## src/rtl/instr_decode_if.sv

```systemverilog
// Fetch-to-decode and decode-to-execute handshake bundle for the instruction decode stage.
// valid/ready: a transfer happens on a rising clk where valid && ready; the source holds its payload stable until then.
interface instr_decode_if;
  logic        in_valid;
  logic        in_ready;
  logic [31:0] in_instr;
  logic [31:0] in_pc;
  logic        flush;
  logic        out_valid;
  logic        out_ready;
  logic [5:0]  out_opcode;
  logic [4:0]  out_rs;
  logic [4:0]  out_rt;
  logic [15:0] out_imm;
  logic [31:0] out_pc;
  logic        out_itype;

  modport master (
    output in_valid, in_instr, in_pc, flush, out_ready,
    input  in_ready, out_valid, out_opcode, out_rs, out_rt, out_imm, out_pc, out_itype
  );

  modport slave (
    input  in_valid, in_instr, in_pc, flush, out_ready,
    output in_ready, out_valid, out_opcode, out_rs, out_rt, out_imm, out_pc, out_itype
  );
endinterface

```

## src/rtl/instr_decode_stage.sv

```systemverilog
// Two-entry skid buffer between fetch and execute that slices the held instruction into fields.
// in_ready depends only on registered state, so out_ready never reaches in_ready combinationally.
module instr_decode_stage (
  input  logic              clk,
  input  logic              rst_n,
  instr_decode_if.slave     bus,
  output logic [1:0]        dbg_state
);

  typedef enum logic [1:0] {
    EMPTY = 2'd0,
    ONE   = 2'd1,
    FULL  = 2'd2
  } state_t;

  state_t      state, state_nxt;
  logic [31:0] h_instr, h_pc;
  logic [31:0] s_instr, s_pc;
  logic        load_h, load_s, h_from_s;
  logic        accept, pop;

  assign bus.in_ready  = (state != FULL);
  assign bus.out_valid = (state != EMPTY);
  assign accept        = bus.in_valid && bus.in_ready;
  assign pop           = bus.out_valid && bus.out_ready;
  assign dbg_state     = state;

  always_ff @(posedge clk or negedge rst_n) begin
    if (!rst_n) state <= EMPTY;
    else        state <= state_nxt;
  end

  always_comb begin
    state_nxt = state;
    load_h    = 1'b0;
    load_s    = 1'b0;
    h_from_s  = 1'b0;
    case (state)
      EMPTY: begin
        if (accept) begin
          load_h    = 1'b1;
          state_nxt = ONE;
        end
      end
      ONE: begin
        if (accept && pop) begin
          load_h = 1'b1;
        end else if (accept) begin
          load_s    = 1'b1;
          state_nxt = FULL;
        end else if (pop) begin
          state_nxt = EMPTY;
        end
      end
      FULL: begin
        if (pop) begin
          h_from_s  = 1'b1;
          state_nxt = ONE;
        end
      end
      default: state_nxt = EMPTY;
    endcase
    // A redirect wins over everything, including an instruction handshaken this cycle.
    if (bus.flush) begin
      state_nxt = EMPTY;
      load_h    = 1'b0;
      load_s    = 1'b0;
      h_from_s  = 1'b0;
    end
  end

  always_ff @(posedge clk or negedge rst_n) begin
    if (!rst_n) begin
      h_instr <= '0;
      h_pc    <= '0;
      s_instr <= '0;
      s_pc    <= '0;
    end else begin
      if (load_h) begin
        h_instr <= bus.in_instr;
        h_pc    <= bus.in_pc;
      end else if (h_from_s) begin
        h_instr <= s_instr;
        h_pc    <= s_pc;
      end
      if (load_s) begin
        s_instr <= bus.in_instr;
        s_pc    <= bus.in_pc;
      end
    end
  end

  // Fields are gated so a stale head never leaks out while nothing is valid.
  assign bus.out_opcode = bus.out_valid ? h_instr[31:26] : 6'd0;
  assign bus.out_rs     = bus.out_valid ? h_instr[25:21] : 5'd0;
  assign bus.out_rt     = bus.out_valid ? h_instr[20:16] : 5'd0;
  assign bus.out_imm    = bus.out_valid ? h_instr[15:0]  : 16'd0;
  assign bus.out_pc     = bus.out_valid ? h_pc           : 32'd0;
  assign bus.out_itype  = bus.out_valid && (h_instr[31:26] != 6'd0);

endmodule

```

## src/flat_wrapper.sv

```systemverilog
// flat-port wrapper written by rule: the top's interface ports become plain ports
module instr_decode_stage_flat 
  (clk, rst_n, dbg_state, bus_in_valid, bus_in_instr, bus_in_pc, bus_flush, bus_out_ready, bus_in_ready, bus_out_valid, bus_out_opcode, bus_out_rs, bus_out_rt, bus_out_imm, bus_out_pc, bus_out_itype);
  instr_decode_if bus_i ();
  input  logic clk;
  input  logic rst_n;
  output logic [1:0] dbg_state;
  input wire logic [$bits(bus_i.in_valid)-1:0] bus_in_valid;
  input wire logic [$bits(bus_i.in_instr)-1:0] bus_in_instr;
  input wire logic [$bits(bus_i.in_pc)-1:0] bus_in_pc;
  input wire logic [$bits(bus_i.flush)-1:0] bus_flush;
  input wire logic [$bits(bus_i.out_ready)-1:0] bus_out_ready;
  output wire logic [$bits(bus_i.in_ready)-1:0] bus_in_ready;
  output wire logic [$bits(bus_i.out_valid)-1:0] bus_out_valid;
  output wire logic [$bits(bus_i.out_opcode)-1:0] bus_out_opcode;
  output wire logic [$bits(bus_i.out_rs)-1:0] bus_out_rs;
  output wire logic [$bits(bus_i.out_rt)-1:0] bus_out_rt;
  output wire logic [$bits(bus_i.out_imm)-1:0] bus_out_imm;
  output wire logic [$bits(bus_i.out_pc)-1:0] bus_out_pc;
  output wire logic [$bits(bus_i.out_itype)-1:0] bus_out_itype;
  assign bus_i.in_valid = bus_in_valid;
  assign bus_i.in_instr = bus_in_instr;
  assign bus_i.in_pc = bus_in_pc;
  assign bus_i.flush = bus_flush;
  assign bus_i.out_ready = bus_out_ready;
  assign bus_in_ready = bus_i.in_ready;
  assign bus_out_valid = bus_i.out_valid;
  assign bus_out_opcode = bus_i.out_opcode;
  assign bus_out_rs = bus_i.out_rs;
  assign bus_out_rt = bus_i.out_rt;
  assign bus_out_imm = bus_i.out_imm;
  assign bus_out_pc = bus_i.out_pc;
  assign bus_out_itype = bus_i.out_itype;
  instr_decode_stage u_core (.clk(clk), .rst_n(rst_n), .bus(bus_i), .dbg_state(dbg_state));
endmodule
```

## config.mk

```make
export PLATFORM = sky130hd
export DESIGN_NAME = instr_decode_stage_flat
export DESIGN_NICKNAME = d
export VERILOG_FILES = /design/src/rtl/instr_decode_if.sv /design/src/rtl/instr_decode_stage.sv /design/src/flat_wrapper.sv
export SDC_FILE = /design/constraint.sdc
export NUM_CORES = 1
export LEC_CHECK = 0
export ABC_AREA = 1
export CAP_MARGIN = 30
export CORE_UTILIZATION = 50
export CTS_BUF_LIST = sky130_fd_sc_hd__clkbuf_8
export CTS_CLUSTER_SIZE = 28
export DETAILED_ROUTE_END_ITERATION = 6
export PLACE_DENSITY = 0.9
export SYNTH_ARGS = -nofsm -noshare
export SYNTH_HDL_FRONTEND = slang
export SYNTH_SLANG_ARGS = --single-unit
```

## constraint.sdc

```tcl
create_clock -name clk -period 2.8 [get_ports clk]
set_clock_uncertainty 0.05 [all_clocks]
set_input_delay 0.42 -clock clk [delete_from_list [all_inputs] [get_ports clk]]
set_output_delay 0.42 -clock clk [all_outputs]
set_load 0.03 [all_outputs]
```

-- Yosys cells after proc, flatten, opt, wreduce, memory -nomap -nowiden
Cells that the tools add are included.
- equal/unequal tests: 7
- reduce and logical (&&, ||, !) cells: 9
- muxes and demuxes: 26
- operator list (cell ; count):
    two-way mux 32 bit ; 5
    two-way mux 16 bit ; 1
    two-way mux 2 bit ; 6
    two-way mux 5 bit ; 2
    two-way mux 1 bit ; 9
    two-way mux 6 bit ; 1
    != test 3 x 2 -> 1 bit, second input constant ; 2
    case mux 2 bit (3 select lines) ; 1
    nonzero test 6 bit ; 1
    logical AND 1 bit ; 4
    != test 4 x 2 -> 1 bit, second input constant ; 1
    AND reduction 4 bit ; 1
    nonzero test 2 bit ; 2
    != test 3 bit, second input constant ; 1
    == test 2 x 1 -> 1 bit, second input constant ; 1
    == test 2 bit, second input constant ; 1
    zero test 2 bit ; 1
    != test 2 bit, second input constant ; 1
    case mux 1 bit (2 select lines) ; 1
- word-level logic and storage cells: 47
- input port bits: 69
- register bits: 130
- output and inout bits: 69

-- Logic depth before layout (Yosys ltp)
- depth in word-level cells: 7
- depth in mapped cells: 8
- mapped depth without buffers: 7

-- Worst setup path before layout
Ideal clock, no wire load.
- path type: register -> output
- start: register u_core.state[1] (netlist: u_core.dbg_state[1])
- end: output bus_out_imm[0]
- path buffers: 2
- setup slack: 845 ps
- arrival time: 1485 ps
- cell stages (with the launch flop): 5
- cells stage by stage: dfrtp_1 -> nor2_1 -> buf_2 -> buf_2 -> nor2_1
- longest elaborated chain between the ends: 2
- ends and longest elaborated chain (element ; line ; source):
    start: declaration ; instr_decode_stage.sv:16 ; state_t state, state_nxt;
    start signal: assignment ; instr_decode_stage.sv:30 ; else state <= state_nxt;
    nonzero test 2 bit ; instr_decode_stage.sv:23 ; assign bus.out_valid = (state != EMPTY);
    two-way mux 16 bit ; instr_decode_stage.sv:97 ; assign bus.out_imm = bus.out_valid ? h_instr[15:0] : 16'd0;
    end: declaration ; flat_wrapper.sv:18 ; output wire logic [$bits(bus_i.out_imm)-1:0] bus_out_imm;
Every way passes these cells.

-- Worst setup path in the final report
- start: register u_core.state[1] (netlist: u_core.dbg_state[1])
- end: output bus_out_pc[24]
- longest elaborated chain between the ends: 2
- ends and longest elaborated chain (element ; line ; source):
    nonzero test 2 bit ; instr_decode_stage.sv:23 ;
    two-way mux 32 bit ; instr_decode_stage.sv:98 ; assign bus.out_pc = bus.out_valid ? h_pc : 32'd0;
    end: declaration ; flat_wrapper.sv:19 ; output wire logic [$bits(bus_i.out_pc)-1:0] bus_out_pc;
Every way passes these cells.

==> results.md <==
- Max rail drop VDD: 459 µV
- # fillers: 969
- NetSw: 2030 µW
- Sequential cell fraction of total power: 0.451
- GRT Util Overall: 0.224
- Largest net degree at the start of global routing: 74
- DRC viols: 0
- Post-synth top cells: nor2_1, nand2_1, inv_1, dfrtp_1, a21oi_1
- Starting Density: 0.521
- Row Count: 40
- Gate Count Post-Synth: 783
- Fin crit period: 2640 ps
- Initial antenna violation count: 0
- Avg Cell Area, Syn: 8.09 µm²
- Net Count, Synth: 852
- GRT overflow: 0
- First-pass GRT wire length: 22,900 µm
- TritonCTS clock tree: yes
- Postcts setup bufs: 0
- Ant diodes: 0
- Top-area cell type share of the netlist area: 0.514
- Drt initial violations: 370
- Sw frac: 0.343
- CTS Buf Count: 17
- Setup TNS: 0 ps
- CTS max path bufs: 2
- Most frequent cell after synthesis: nor2_1
- Slowest stage delay, CP: 610 ps
- Register area share after synthesis: 0.514
- Largest area contributor in the netlist: dfrtp_1
- Synth Flop Type: dfrtp_1
- CP required: 2330 ps
- Crit Path Category: reg -> out
- Crit path launch type: flop
- I/O pin count: 138
- Bufs and invs on worst path: 2
- Delay-heaviest family, CP: buffers and inverters
- Pins Over Slew Limit: 0
- Number of global-route vias before repair: 4,913
- Clock Latency Late Sink: 420 ps
- Final setup fails: 0
- DPL Wire Length: 9030 µm
- Sink Count: 130
- Die Area: 0.0131 mm²
- Leakage: 0.00424 µW
- Post-synth EDFFs: 0
- Maximum Capacitance Violations: 0
- PD cells: 732 mW/mm²
- Post-synth ARST share: 1.00
- Core Area: 0.0122 mm²
- WL/cell: 12.7 µm
- Comb pwr share: 0.313
- H-tree depth: 4
- Outcome: completed
- Nets: 977
- Clock transition at path regs: 70 ps
- Vias per inst: 4.74
- Worst-margin pin slew: 878 ps
- YS warnings: 0
- Synth top area cells: dfrtp_1, nor2_1, a21oi_2, nand2_1, inv_1
- Port Buf Inserts: 137
- Final hold viol count: 0
- Register Area: 0.00325 mm²
- Worst Hold Class: in -> async
- Share of layout cells above drive strength 1: 0.119
- Wirelength, routed: 13,800 µm
- Worst path slowest cell: clkdlybuf4s50_1
- Die height: 115 µm
- Tcrit/Tclk final: 0.944
- RSZ-0062 raised after global routing: no
- Worst-path maximum fanout: 36
- Clk pwr share: 0.236
- Final setup margin: 157 ps
- Crit path DAT: 2170 ps
- Flops & latches, synth: 130
- Clk root buf: clkbuf_8
- GPL Wtd Cong: 0.756
- Area of the mapped netlist: 0.00633 mm²
- Crit. End Element: primary output
- P_int: 3880 µW
- Drt pass-1 iters: 5
- FMAX: 0.378 GHz
- P&R area growth vs syn: 27.5%
- Post-place setup slack: 462 ps
- Die X: 115 µm
- Area of the multi-input gates: 0.00226 mm²
- DR vias: 5,156
- Unique masters post-synth: 19
- Worst-path cell chain: nor2_4 -> buf_4 -> nor2_1 -> clkdlybuf4s50_1
- Max-slew headroom: 0.415
- Post-route ant nets: 0
-- worst register-to-register path, cell delays in order, from the launching register on --
cell	delay [ps]
dfrtp_1	500
inv_2	110
o21ai_4	190
nor2_8	60
nor2_8	660
nand2_1	170
nand2_1	110
-- repair_timing --
item                                   4_1_cts  5_1_grt
gates resized for setup                      0        1
setup endpoints to repair                    0       36
endpoints found under the hold margin       22        0
hold buffers                                 1        0
-- registers in the layout, indices dropped and copies added (netlist names) --
signal and flops:
u_core.h_pc 32, u_core.dbg_state 2, u_core.h_instr 32, u_core.s_pc 32
u_core.s_instr 32
-- path summary, 6_finish.rpt --
path | from | end | slack (ps) | depth (start not counted)
setup / recovery | u_core.dbg_state[1] | bus_out_pc[24] | 160 | 4
hold / removal | rst_n | u_core.h_pc[27] | 380 | 2
setup reg to reg | u_core.dbg_state[0] | u_core.h_pc[19] | 880 | 6
hold reg to reg | u_core.h_pc[20] | u_core.h_pc[20] | 430 | 2
max in group asynchronous | rst_n | u_core.s_instr[27] | 1560 | 3
min in group clk | u_core.h_pc[20] | u_core.h_pc[20] | 430 | 2
-- kinds of logic (layout without fill, tap and decap cells) --
kind of cell | Yosys count | count (layout) | share of synthesized area
flip-flops | 130 | 130 | 0.514
buffers and inverters | 177 | 313 | 0.132
AND/OR/NAND/NOR | 346 | 346 | 0.214
AO/OA/AOI/OAI | 130 | 130 | 0.140
-- placed cells by master (no fill, tap or decap) --
cell type	count
nor2_1	196
inv_1	137
nand2_1	137
clkdlybuf4s50_1	136
dfrtp_1	129
a21oi_1	68
a21oi_2	60
clkbuf_8	19
clkinv_2	6
buf_4	6
buf_12	4
inv_2	3
nand3_1	3
nand4_1	2
nand2_4	2
nor2_8	2
nor2_4	1
nand2_2	1
o21ai_0	1
nor2_2	1
o21ai_4	1
nand3_2	1
bufinv_16	1
dlygate4sd3_1	1
dfrtp_2	1
-- power groups by stage --
stage | clock network [µW] | registers (µW) | logic (µW)
floorplan | 0 | 2630 | 1230
global placement | 0 | 2670 | 1790
detailed placement | 0 | 2690 | 1850
CTS | 1430 | 2660 | 1870
global route | 1500 | 2710 | 2060
finish | 1390 | 2660 | 1850
-- metal layers --
| layer | wire (µm) | vias to the layer above | GRT usage | share of wire |
|---|---|---|---|---|
| li1 | - | 2582 | - | - |
| met1 | 6090 | 2422 | 0.289 | 0.44 |
| met2 | 6740 | 143 | 0.365 | 0.49 |
| met3 | 829 | 9 | 0.0625 | 0.060 |
| met4 | 133 | 0 | 0.0745 | 0.0096 |
| met5 | 0 | - | 0 | 0 |
-- metrics by stage --
stage	area (µm²)	utilization	power (µW)	instances	hold slack, ps
after floorplan	6330	-	3860	783	74.4
after global placement	7720	0.635	4460	1056	290
after detailed placement	7720	0.635	4540	1056	295
after CTS	8070	0.663	5950	1087	368
after global routing	8070	0.663	6270	1087	389
final	8070	0.663	5900	1087	384
-- cell type report --
| type | instances | share of cell area |
|---|---|---|
| clock buffer | 19 | 0.0324 |
| clock inverter | 11 | 0.00930 |
| inverter | 136 | 0.0633 |
| multi-input combinational | 476 | 0.280 |
| sequential | 130 | 0.403 |
| tap | 168 | 0.0261 |
| timing repair buffer | 147 | 0.185 |
No activity file was read; power rests on OpenSTA's default activity.
